<file path="config.mk">
export PLATFORM = sky130hd
export DESIGN_NAME = muldiv_iter
export DESIGN_NICKNAME = d
export VERILOG_FILES = /design/src/rtl/muldiv_iter.sv
export SDC_FILE = /design/constraint.sdc
export NUM_CORES = 1
export LEC_CHECK = 0
export ABC_AREA = 1
export CORE_ASPECT_RATIO = 2
export CORE_MARGIN = 1.5
export CORE_UTILIZATION = 57
export DETAILED_ROUTE_END_ITERATION = 8
export DONT_BUFFER_PORTS = 1
export PLACE_DENSITY = 0.8
export SLEW_MARGIN = 20
export SYNTH_ARGS = -nofsm -noshare
export SYNTH_HDL_FRONTEND = slang
export SYNTH_SLANG_ARGS = --single-unit
</file>
<file path="constraint.sdc">
create_clock -name clk -period 3.42 [get_ports clk]
set_input_delay 0.342 -clock clk [delete_from_list [all_inputs] [get_ports clk]]
set_output_delay 0.342 -clock clk [all_outputs]
set_load 0.01 [all_outputs]
</file>
<file path="src/rtl/muldiv_iter.sv">
// muldiv_iter: multi-cycle RV32M multiply/divide unit.
// A shift-add multiplier and a restoring divider share one set of operand
// registers and retire UNROLL bits per cycle. Division by zero and signed
// overflow bypass the iteration and answer on the accept edge.
// Legal configurations: XLEN even and >= 8, UNROLL in {1,2,4,8} dividing XLEN.
module muldiv_iter #(
    parameter int XLEN   = 32,
    parameter int UNROLL = 1
) (
    input  logic            clk,
    input  logic            rst,
    input  logic            req_valid_i,
    output logic            req_ready_o,
    input  logic [2:0]      op_i,
    input  logic [XLEN-1:0] a_i,
    input  logic [XLEN-1:0] b_i,
    input  logic            kill_i,
    output logic            resp_valid_o,
    input  logic            resp_ready_i,
    output logic [XLEN-1:0] res_o,
    output logic            busy_o
);

    localparam int ITERS = XLEN / UNROLL;
    localparam int CW    = $clog2(ITERS + 1);

    typedef enum logic [1:0] {
        IDLE,
        BUSY,
        DONE
    } state_t;

    typedef enum logic [2:0] {
        OP_MUL    = 3'b000,
        OP_MULH   = 3'b001,
        OP_MULHSU = 3'b010,
        OP_MULHU  = 3'b011,
        OP_DIV    = 3'b100,
        OP_DIVU   = 3'b101,
        OP_REM    = 3'b110,
        OP_REMU   = 3'b111
    } op_t;

    localparam logic [XLEN-1:0] MOST_NEG = {1'b1, {(XLEN-1){1'b0}}};

    state_t            state;
    op_t               op;
    logic              neg;      // result must be negated at the end
    logic [XLEN-1:0]   mag_a;    // multiplicand magnitude
    logic [XLEN-1:0]   mag_b;    // multiplier / divisor magnitude
    logic [2*XLEN-1:0] acc;      // product, or quotient in the low half
    logic [XLEN-1:0]   rem;      // divider remainder between iterations
    logic [CW-1:0]     count;

    // Accept-edge decode of the incoming request.
    op_t             op_in;
    logic            a_neg;
    logic            b_neg;
    logic [XLEN-1:0] abs_a;
    logic [XLEN-1:0] abs_b;
    logic            neg_in;
    logic            div_zero;
    logic            div_ovf;
    logic [XLEN-1:0] fast_res;

    // Operand magnitudes, result sign and fast-path detection for the request.
    // NOTE: every always_comb output gets a default first so no path can leave it unassigned and infer a latch.
    always_comb begin
        op_in    = op_t'(op_i);
        a_neg    = 1'b0;
        b_neg    = 1'b0;
        neg_in   = 1'b0;
        fast_res = '0;
        case (op_in)
            OP_MULH, OP_DIV, OP_REM: begin
                a_neg = a_i[XLEN-1];
                b_neg = b_i[XLEN-1];
            end
            OP_MULHSU: a_neg = a_i[XLEN-1];
            default: ;
        endcase
        abs_a = a_neg ? -a_i : a_i;
        abs_b = b_neg ? -b_i : b_i;
        case (op_in)
            OP_MULH, OP_MULHSU, OP_DIV: neg_in = a_neg ^ b_neg;
            OP_REM:                     neg_in = a_neg;
            default:                    neg_in = 1'b0;
        endcase
        div_zero = op_i[2] && (b_i == '0);
        div_ovf  = ((op_in == OP_DIV) || (op_in == OP_REM)) &&
                   (a_i == MOST_NEG) && (b_i == '1);
        if (div_zero)
            fast_res = op_i[1] ? a_i : '1;
        else if (div_ovf)
            fast_res = op_i[1] ? '0 : a_i;
    end

    // Next-iteration values for both datapaths.
    logic [2*XLEN-1:0] mul_acc_n;
    logic [XLEN:0]     mul_sum;
    logic [XLEN-1:0]   div_q_n;
    logic [XLEN-1:0]   div_rem_n;
    logic [XLEN:0]     div_shift;
    logic [XLEN:0]     div_trial;

    // Retire UNROLL multiplier bits and UNROLL quotient bits.
    always_comb begin
        mul_acc_n = acc;
        mul_sum   = '0;
        div_q_n   = acc[XLEN-1:0];
        div_rem_n = rem;
        div_shift = '0;
        div_trial = '0;
        for (int i = 0; i < UNROLL; i++) begin
            mul_sum   = {1'b0, mul_acc_n[2*XLEN-1:XLEN]} +
                        (mul_acc_n[0] ? {1'b0, mag_a} : '0);
            mul_acc_n = {mul_sum, mul_acc_n[XLEN-1:1]};
            div_shift = {div_rem_n, div_q_n[XLEN-1]};
            div_trial = div_shift - {1'b0, mag_b};
            div_q_n   = {div_q_n[XLEN-2:0], ~div_trial[XLEN]};
            div_rem_n = div_trial[XLEN] ? div_shift[XLEN-1:0] : div_trial[XLEN-1:0];
        end
    end

    // Sign correction and result selection once iteration is complete.
    logic [2*XLEN-1:0] prod;
    logic [XLEN-1:0]   quo;
    logic [XLEN-1:0]   rmd;
    logic [XLEN-1:0]   final_res;

    always_comb begin
        prod = neg ? -acc : acc;
        quo  = neg ? -acc[XLEN-1:0] : acc[XLEN-1:0];
        rmd  = neg ? -rem : rem;
        case (op)
            OP_MUL:                       final_res = prod[XLEN-1:0];
            OP_MULH, OP_MULHSU, OP_MULHU: final_res = prod[2*XLEN-1:XLEN];
            OP_DIV, OP_DIVU:              final_res = quo;
            default:                      final_res = rmd;
        endcase
    end

    // Control FSM with registered handshake outputs and the datapath registers.
    // NOTE: state is written with non-blocking assignments so every register samples pre-edge values.
    always_ff @(posedge clk) begin
        // NOTE: all datapath registers are reset too, so no X can reach res_o after reset.
        if (rst) begin
            state        <= IDLE;
            op           <= OP_MUL;
            neg          <= 1'b0;
            mag_a        <= '0;
            mag_b        <= '0;
            acc          <= '0;
            rem          <= '0;
            count        <= '0;
            res_o        <= '0;
            req_ready_o  <= 1'b1;
            resp_valid_o <= 1'b0;
            busy_o       <= 1'b0;
        end else begin
            case (state)
                IDLE: begin
                    if (!kill_i && req_valid_i) begin
                        op          <= op_in;
                        neg         <= neg_in;
                        mag_a       <= abs_a;
                        mag_b       <= abs_b;
                        acc         <= {{XLEN{1'b0}}, (op_i[2] ? abs_a : abs_b)};
                        rem         <= '0;
                        count       <= CW'(ITERS);
                        req_ready_o <= 1'b0;
                        busy_o      <= 1'b1;
                        if (div_zero || div_ovf) begin
                            res_o        <= fast_res;
                            resp_valid_o <= 1'b1;
                            state        <= DONE;
                        end else begin
                            state <= BUSY;
                        end
                    end
                end
                BUSY: begin
                    if (kill_i) begin
                        state       <= IDLE;
                        req_ready_o <= 1'b1;
                        busy_o      <= 1'b0;
                    end else if (count != '0) begin
                        acc   <= op[2] ? {acc[2*XLEN-1:XLEN], div_q_n} : mul_acc_n;
                        rem   <= div_rem_n;
                        count <= count - CW'(1);
                    end else begin
                        res_o        <= final_res;
                        resp_valid_o <= 1'b1;
                        state        <= DONE;
                    end
                end
                DONE: begin
                    if (kill_i || resp_ready_i) begin
                        state        <= IDLE;
                        resp_valid_o <= 1'b0;
                        req_ready_o  <= 1'b1;
                        busy_o       <= 1'b0;
                    end
                end
                default: begin
                    state        <= IDLE;
                    req_ready_o  <= 1'b1;
                    resp_valid_o <= 1'b0;
                    busy_o       <= 1'b0;
                end
            endcase
        end
    end

endmodule
</file>
==> results of run 1 <==
-- kinds of logic after synthesis --
| group | count (synthesis) | share of synthesized area |
|---|---|---|
| buffers and inverters | 550 | 0.111 |
| DFF | 207 | 0.216 |
| AOI/OAI and AO/OA | 613 | 0.182 |
| adders and majority gates | 72 | 0.0478 |
| xor gates and xnor gates | 77 | 0.0352 |
| and+or+nand+nor | 1825 | 0.407 |
-- cells in the mapped netlist (all sizes together), types with 3 or more instances --
| library cell | instances |
|---|---|
| nand2 | 953 |
| inv | 431 |
| nor2 | 375 |
| nand3 | 356 |
| a21oi | 235 |
| o21ai | 215 |
| dfxtp | 207 |
| clkbuf | 70 |
| ha | 70 |
| nand4 | 53 |
| xor2 | 51 |
| o211ai | 49 |
| buf | 47 |
| nor3 | 36 |
| nand3b | 27 |
| xnor2 | 26 |
| a221oi | 19 |
| o22ai | 18 |
| a31oi | 16 |
| a22oi | 13 |
| a22o | 12 |
| or2 | 12 |
| a21boi | 9 |
| o21bai | 8 |
| a21o | 7 |
| nor4 | 7 |
| o21a | 4 |
| o31ai | 4 |
| a211oi | 3 |
| and2 | 3 |
-- layer usage --
metal	overflow	track usage
met4	45	0.708
met3	0	0.310
met1	0	0.572
met2	74	0.903
met5	0	0.0214
-- stage by stage --
stage | hold WS [ns] | setup slack (ns) | std cells
floorplan | 0.422 | 1.01 | 3344
global placement | 0.420 | 0.528 | 3714
detailed placement | 0.427 | 0.485 | 3714
CTS | 0.00239 | 0.443 | 3764
==> results.json, run 1 <==
{
  "outcome": "did not finish",
  "lastStage": "5_1_grt",
  "tool.error": "[ERROR GRT-0116] Global routing finished with congestion. Check the congestion regions in the DRC Viewer.",
  "ctsLongestPathBuffers": 3,
  "placed_area_um2": 19600,
  "routabilityCongestion": 1.16,
  "overflow": 119,
  "grt_max_degree": 99,
  "synth_edf_count": 0,
  "dieWidth_um": 133,
  "syn-num-nets": 3488,
  "rows": 94,
  "root_buffer": "clkbuf_16",
  "synth_largest_area_cell": "dfxtp_1",
  "grt_usage": 0.615,
  "async_flop_share": 0,
  "postCtsHoldBufs": 12,
  "syn_area_per_cell_um2": 5.73,
  "grt_pass1_vias": 25100,
  "synth_ff_type": "dfxtp_1",
  "dpl.hpwl_um": 73900,
  "ys_seq_area_frac": 0.216,
  "postCtsSetupRepairBufs": 0,
  "yosysWarnings": 0,
  "clock-sinks": 207,
  "htreeDepth": 1,
  "numPortBuffers": 0,
  "syn_area_um2": 19200,
  "num_io_pins": 107,
  "netlist_instances": 3344,
  "start_util": 0.580,
  "cts_made_buffers": 22,
  "ys_seq_elements": 207,
  "grt_pass1_wl_um": 162000,
  "post_cts_resized": 0,
  "yosysTopAreaCellShare": 0.216,
  "synth.distinct_cells": 52,
  "synth_area_leaders": "dfxtp_1 (22%), nand2_1 (18%), nand3_1 (9.2%), inv_1 (8.1%), nor2_1 (7.2%)",
  "die_height_um": 262
}
==> run 2, diff against run 1 <==
Settings changed: CORE_ASPECT_RATIO 2 to default, CORE_UTILIZATION 57 to 40, PLACE_DENSITY 0.8 to default, PLACE_DENSITY_LB_ADDON from default to 0.15.
==> run 2 against run 1 <==
Against the previous run:
- the run now ends clean
- synthesized area unchanged
- synthesized cell count unchanged
==> results.json, run 2 <==
{
  "via_per_inst": 5.73,
  "post_route_cells_drive_above_1_share": 0.0433,
  "grt_max_degree": 108,
  "final_antenna_net_count": 0,
  "synth_area_leaders": "dfxtp_1 (22%), nand2_1 (18%), nand3_1 (9.2%), inv_1 (8.1%), nor2_1 (7.2%)",
  "synth.distinct_cells": 52,
  "crit_type": "register to register",
  "ys_seq_elements": 207,
  "outcome": "finished clean",
  "start_kind": "register",
  "routed_wl_um": 82600,
  "routed.top_layer": "met5",
  "peakVddDrop_mv": 0.340,
  "synth.most_common_cell": "nand2_1",
  "clock-sinks": 207,
  "rsz0062_at_grt": "no",
  "relSlewSlack": 0.317,
  "synth_largest_area_cell": "dfxtp_1",
  "htreeDepth": 1,
  "dieWidth_um": 222,
  "die_height_um": 222,
  "route.met3.wl_um": 7710,
  "clk_pin_slew_ns": 0.06,
  "yosysWarnings": 0,
  "min_to": "acc[12]$_SDFFE_PP0P_",
  "p_per_area_nw_per_um2": 385,
  "register_area_um2": 4150,
  "root_buffer": "clkbuf_16",
  "maxSlewViolCount": 0,
  "drtIter0Drc": 2613,
  "syn_area_um2": 19200,
  "r2r_start": "acc[31]$_SDFFE_PP0P_",
  "largest_reg_flops": 64,
  "worstSkewPairLatency_ns": 0.58,
  "required_ns": 3.91,
  "skew_ns": 0.0328,
  "synth_edf_count": 0,
  "async_flop_share": 0,
  "hold_path.class": "input pin to register",
  "max_freq_ghz": 0.320,
  "layout_commonest_cell": "nand2_1",
  "nets": 3455,
  "ctsLongestPathBuffers": 3,
  "multiInputGateArea_um2": 12900,
  "cts_made_buffers": 25,
  "wl_met1_um": 36400,
  "final_cell_mix": "nand2_1 (942), inv_1 (412), nor2_1 (361)",
  "post_cts_resized": 0,
  "r2r-end": "acc[0]$_SDFFE_PP0P_",
  "min_from": "op_i[2]",
  "cp.arrival_ns": 3.62,
  "dp_slack_ns": 0.330,
  "finalHoldViolCount": 0,
  "grt_pass1_vias": 20800,
  "tightest_slew_ns": 1.02,
  "num_io_pins": 107,
  "grt_usage": 0.326,
  "syn_area_per_cell_um2": 5.73,
  "yosysTopAreaCellShare": 0.216,
  "cp_max_fo": 18,
  "synth_ff_type": "dfxtp_1",
  "dpl.hpwl_um": 65300,
  "min_period_ns": 3.13,
  "hold_path_depth": 3,
  "rows": 80,
  "ys_seq_area_frac": 0.216,
  "setup_tns_ns": 0,
  "cp-end-kind": "register",
  "syn-num-nets": 3488,
  "cts_tree": "yes",
  "start_util": 0.404,
  "dr_wl_met2_um": 35400,
  "netlist_instances": 3344,
  "postCtsSetupRepairBufs": 0,
  "area_growth_pct": 8.35,
  "reg2regPathDepth": 16,
  "antenna-diode-count": 0,
  "fillerInstances": 5339,
  "vias": 22600,
  "setup_slack_ns": 0.295,
  "finalSetupViolCount": 0,
  "routabilityCongestion": 1.03,
  "max-cap-violations": 0,
  "overflow": 0,
  "postCtsHoldBufs": 24,
  "first_pass_iters": 7,
  "grt_pass1_wl_um": 125000,
  "finalCritPeriodShare": 0.914,
  "leakagePower_nw": 10.1,
  "core_area_um2": 47400,
  "antenna_found_initial": 2,
  "numPortBuffers": 0,
  "post_drt_wl_per_cell_um": 21.0,
  "synthTopCellsByCount": "nand2_1 (942), inv_1 (413), nor2_1 (366), nand3_1 (351), a21oi_1 (234)",
  "drc_errors": 0,
  "reg2reg_slack_ns": 0.29,
  "largest_register": "acc",
  "dieArea_um2": 49200
}
## run 2: cell counts after synthesis
Identical to the previous run, type by type.
## run 2: final cells by class
| type | instances | share of cell area |
|---|---|---|
| Timing Repair Buffer | 57 | 0.0250 |
| Inverter | 433 | 0.0783 |
| Sequential cell | 207 | 0.200 |
| Clock buffer | 32 | 0.0333 |
| Tap cell | 615 | 0.0371 |
| Clock inverter | 10 | 0.00488 |
| Multi-Input combinational cell | 2587 | 0.622 |
## run 2: per-stage QoR
step	area (um^2)	power, mW	util	hold slack (ns)	std cells
after CTS	20800	7.94	0.437	0.00244	3941
after detailed placement	19700	5.22	0.415	0.422	3875
final	20800	7.98	0.437	0.0199	3941
after floorplan	19200	4.41	-	0.422	3344
after global routing	20800	8.33	0.437	0.0173	3941
after global placement	19700	5.19	0.415	0.421	3875
## run 2: worst max-delay path, cell delays in order (launching register included)
cell and delay (ns):
dfxtp_1 0.49, inv_1 0.14, ha_1 0.24, fa_1 0.42, inv_1 0.11, nand3_1 0.07, nand2_1 0.12, nand2_1 0.06
nand2_1 0.18, nand2_1 0.09, nand2_2 0.12, nand2_4 0.08, nand2_4 0.10, nand2_4 0.16, nand2_4 0.26, nand2_1 0.17
a21oi_1 0.20
## run 2: logic make-up (layout without fill, tap and decap cells)
| kind of cell | count (synthesis) | in the layout | share of synthesized area |
|---|---|---|---|
| and+or+nand+nor | 1825 | 1825 | 0.407 |
| adders and majority gates | 72 | 72 | 0.0478 |
| buffers and inverters | 550 | 532 | 0.111 |
| DFF | 207 | 207 | 0.216 |
| AOI/OAI and AO/OA | 613 | 613 | 0.182 |
| xor gates and xnor gates | 77 | 77 | 0.0352 |
## run 2: per-layer routing
| layer | track usage | vias to the layer above |
|---|---|---|
| met4 | 0.108 | 2 |
| met1 | 0.453 | 10500 |
| met5 | 0 | - |
| met3 | 0.0563 | 129 |
| li1 | - | 11000 |
| met2 | 0.510 | 1049 |
## run 2: power breakdown
group / leakage, nW / switching (mW) / internal (mW)
Combinational: 8.00 / 1.84 / 0.728
Sequential: 1.68 / 0.188 / 2.55
Clock: 0.384 / 1.18 / 1.51
## run 2: worst max-delay path by stage
stage | to | slack (ns) | startpoint
after global placement | acc[0]$_SDFFE_PP0P_ | 0.39 | acc[31]$_SDFFE_PP0P_
final | acc[0]$_SDFFE_PP0P_ | 0.29 | acc[31]$_SDFFE_PP0P_
after CTS | acc[0]$_SDFFE_PP0P_ | 0.31 | acc[31]$_SDFFE_PP0P_
after detailed placement | acc[0]$_SDFFE_PP0P_ | 0.33 | acc[31]$_SDFFE_PP0P_
after floorplan | rem[10]$_SDFFE_PP0P_ | 1.01 | acc[31]$_SDFFE_PP0P_
after global routing | acc[0]$_SDFFE_PP0P_ | 0.04 | acc[31]$_SDFFE_PP0P_
Power figures use the tool's default switching activity.
==> run 3, diff against run 2 <==
Settings changed: CAP_MARGIN from default to 30.
==> run 3 against run 2 <==
Against the previous run:
- worst setup slack worse by 0.030 ns
- total power is 0.42% lower
- critical path depth is the same
- cell count hardly changed
- non-clock buffer count down 1
- global-route usage decreased by 0.13 points
- critical endpoint unchanged
==> results.json, run 3 (synthesis gave the netlist of run 2 again) <==
{
  "ctsLongestPathBuffers": 3,
  "finalCritPeriodShare": 0.922,
  "grt_pass1_vias": 20600,
  "first_pass_iters": 9,
  "clk_pin_slew_ns": 0.06,
  "root_buffer": "clkbuf_16",
  "tightest_slew_ns": 0.837,
  "required_ns": 3.91,
  "start_kind": "register",
  "nets": 3455,
  "crit_slowest_cell": "dfxtp_1",
  "worstSkewPairLatency_ns": 0.57,
  "post_drt_wl_per_cell_um": 20.9,
  "htreeDepth": 1,
  "postCtsSetupRepairBufs": 0,
  "final_cell_mix": "nand2_1 (942), inv_1 (413), nor2_1 (361)",
  "num_io_pins": 107,
  "max_freq_ghz": 0.317,
  "postCtsHoldBufs": 22,
  "switching_share": 0.402,
  "min_period_ns": 3.15,
  "cp_max_fo": 18,
  "fin_cells": 3942,
  "relSlewSlack": 0.442,
  "post-place-cells": 3876,
  "hold_path_depth": 2,
  "p_per_area_nw_per_um2": 383,
  "outcome": "finished clean",
  "reg2regPathDepth": 16,
  "max-cap-violations": 0,
  "dpl.hpwl_um": 65300,
  "numPortBuffers": 0,
  "routed.top_layer": "met4",
  "drc_errors": 0,
  "largest_reg_flops": 64,
  "cpMostUsedCell": "nand2_1",
  "route.met3.wl_um": 7800,
  "cp-end-kind": "register",
  "grt_usage": 0.325,
  "min_to": "acc[12]$_SDFFE_PP0P_",
  "skew_ns": 0.0319,
  "post_cts_resized": 0,
  "layout_commonest_cell": "nand2_1",
  "worstPathCellList": "inv_1 -> ha_1 -> fa_1 -> inv_1 -> nand3_1 -> nand2_1 -> nand2_1 -> nand2_1 -> nand2_1 -> nand2_2 -> nand2_4 -> nand2_4 -> nand2_4 -> nand2_4 -> nand2_1 -> a21oi_1",
  "power_switching_mw": 3.20,
  "via_per_inst": 5.75,
  "overflow": 0,
  "core_area_um2": 47400,
  "setup_tns_ns": 0,
  "p_int_mw": 4.75,
  "rows": 80,
  "drtIter0Drc": 2787,
  "dieArea_um2": 49200,
  "reg2reg_slack_ns": 0.27,
  "cp.arrival_ns": 3.64,
  "clock-sinks": 207,
  "routabilityCongestion": 1.03,
  "antenna-diode-count": 0,
  "setup_slack_ns": 0.265,
  "maxSlewViolCount": 0,
  "dp_slack_ns": 0.356,
  "fillerInstances": 5376,
  "wl_met1_um": 36200,
  "r2r_start": "acc[31]$_SDFFE_PP0P_",
  "seq_power_share": 0.344,
  "post_route_cells_drive_above_1_share": 0.0445,
  "grt_max_degree": 108,
  "peakVddDrop_mv": 0.327,
  "cts_made_buffers": 26,
  "finalHoldViolCount": 0,
  "leakagePower_nw": 10.1,
  "placed_area_um2": 19700,
  "min_from": "op_i[2]",
  "finalSetupViolCount": 0,
  "r2r-end": "acc[0]$_SDFFE_PP0P_",
  "crit_type": "register to register",
  "pwr-share-comb": 0.322,
  "die_height_um": 222,
  "cpLargestDelayFamily": "simple AND/OR/NAND/NOR gates",
  "final_area_um2": 20800,
  "grt_pass1_wl_um": 124000,
  "dieWidth_um": 222,
  "path_buf_inv": 2,
  "fin_hold_ws_ns": 0.0193,
  "hold_path.class": "input pin to register",
  "rsz0062_at_grt": "no",
  "area_growth_pct": 8.37,
  "cpPeakStageDelay_ns": 0.50,
  "vias": 22600,
  "antenna_found_initial": 3,
  "dr_wl_met2_um": 35700,
  "routed_wl_um": 82400,
  "p_clk_frac": 0.334,
  "start_util": 0.404,
  "final_antenna_net_count": 0,
  "cts_tree": "yes",
  "largest_register": "acc"
}
[run 3: changes by cell type in the layout (fill, tap and decap cells not counted)]
cell           change
buf_8              +1
bufinv_16          -1
clkbuf_1           -1
clkbuf_16          +1
clkinv_1           -1
clkinv_2           +1
clkinv_4           +1
clkinv_8           +1
dlygate4sd3_1      -2
inv_1              +1
inv_16             -1
inv_6              +1
[run 3: power by group through the flow]
stage | Combinational [mW] | Sequential, mW | Clock [mW]
floorplan | 1.72 | 2.69 | 0
global placement | 2.42 | 2.78 | 0
detailed placement | 2.44 | 2.78 | 0
CTS | 2.50 | 2.72 | 2.69
global route | 2.80 | 2.74 | 2.77
finish | 2.56 | 2.74 | 2.65
[run 3: metal layers]
metal,vias to the layer above,global-route usage
met5,-,0
met4,0,0.101
met3,118,0.0513
met2,1033,0.512
met1,10600,0.454
li1,10900,-
[run 3: stage by stage]
| stage | utilization | total power, mW |
|---|---|---|
| 4_1_cts | 0.438 | 7.91 |
| 3_3_place_gp | 0.415 | 5.19 |
| 2_1_floorplan | - | 4.41 |
| 3_5_place_dp | 0.416 | 5.22 |
| 5_1_grt | 0.438 | 8.32 |
| 6_report | 0.438 | 7.95 |
[run 3: worst max-delay path by stage]
stage	start	slack [ns]	cells after the start	end
after floorplan	acc[31]$_SDFFE_PP0P_	1.01	18	rem[10]$_SDFFE_PP0P_
after global placement	acc[31]$_SDFFE_PP0P_	0.39	16	acc[0]$_SDFFE_PP0P_
after detailed placement	acc[31]$_SDFFE_PP0P_	0.36	16	acc[0]$_SDFFE_PP0P_
after CTS	acc[31]$_SDFFE_PP0P_	0.34	16	acc[0]$_SDFFE_PP0P_
after global routing	acc[31]$_SDFFE_PP0P_	0.05	16	acc[0]$_SDFFE_PP0P_
final	acc[31]$_SDFFE_PP0P_	0.27	16	acc[0]$_SDFFE_PP0P_
[run 3: worst register-to-register path, cell delays in order (launching register included)]
cell     delay, ns
dfxtp_1       0.50
inv_1         0.15
ha_1          0.24
fa_1          0.42
inv_1         0.12
nand3_1       0.07
nand2_1       0.13
nand2_1       0.06
nand2_1       0.18
nand2_1       0.09
nand2_2       0.11
nand2_4       0.08
nand2_4       0.10
nand2_4       0.16
nand2_4       0.26
nand2_1       0.18
a21oi_1       0.21
[run 3: cell type report]
class,count,area (um^2),share of cell area
multi-input combinational,2587,12900,0.622
sequential,207,4150,0.200
clock inverter,12,90.1,0.00434
clock buffer,32,713,0.0344
timing repair buffer,56,513,0.0247
tap,615,769,0.0371
inverter,433,1630,0.0783
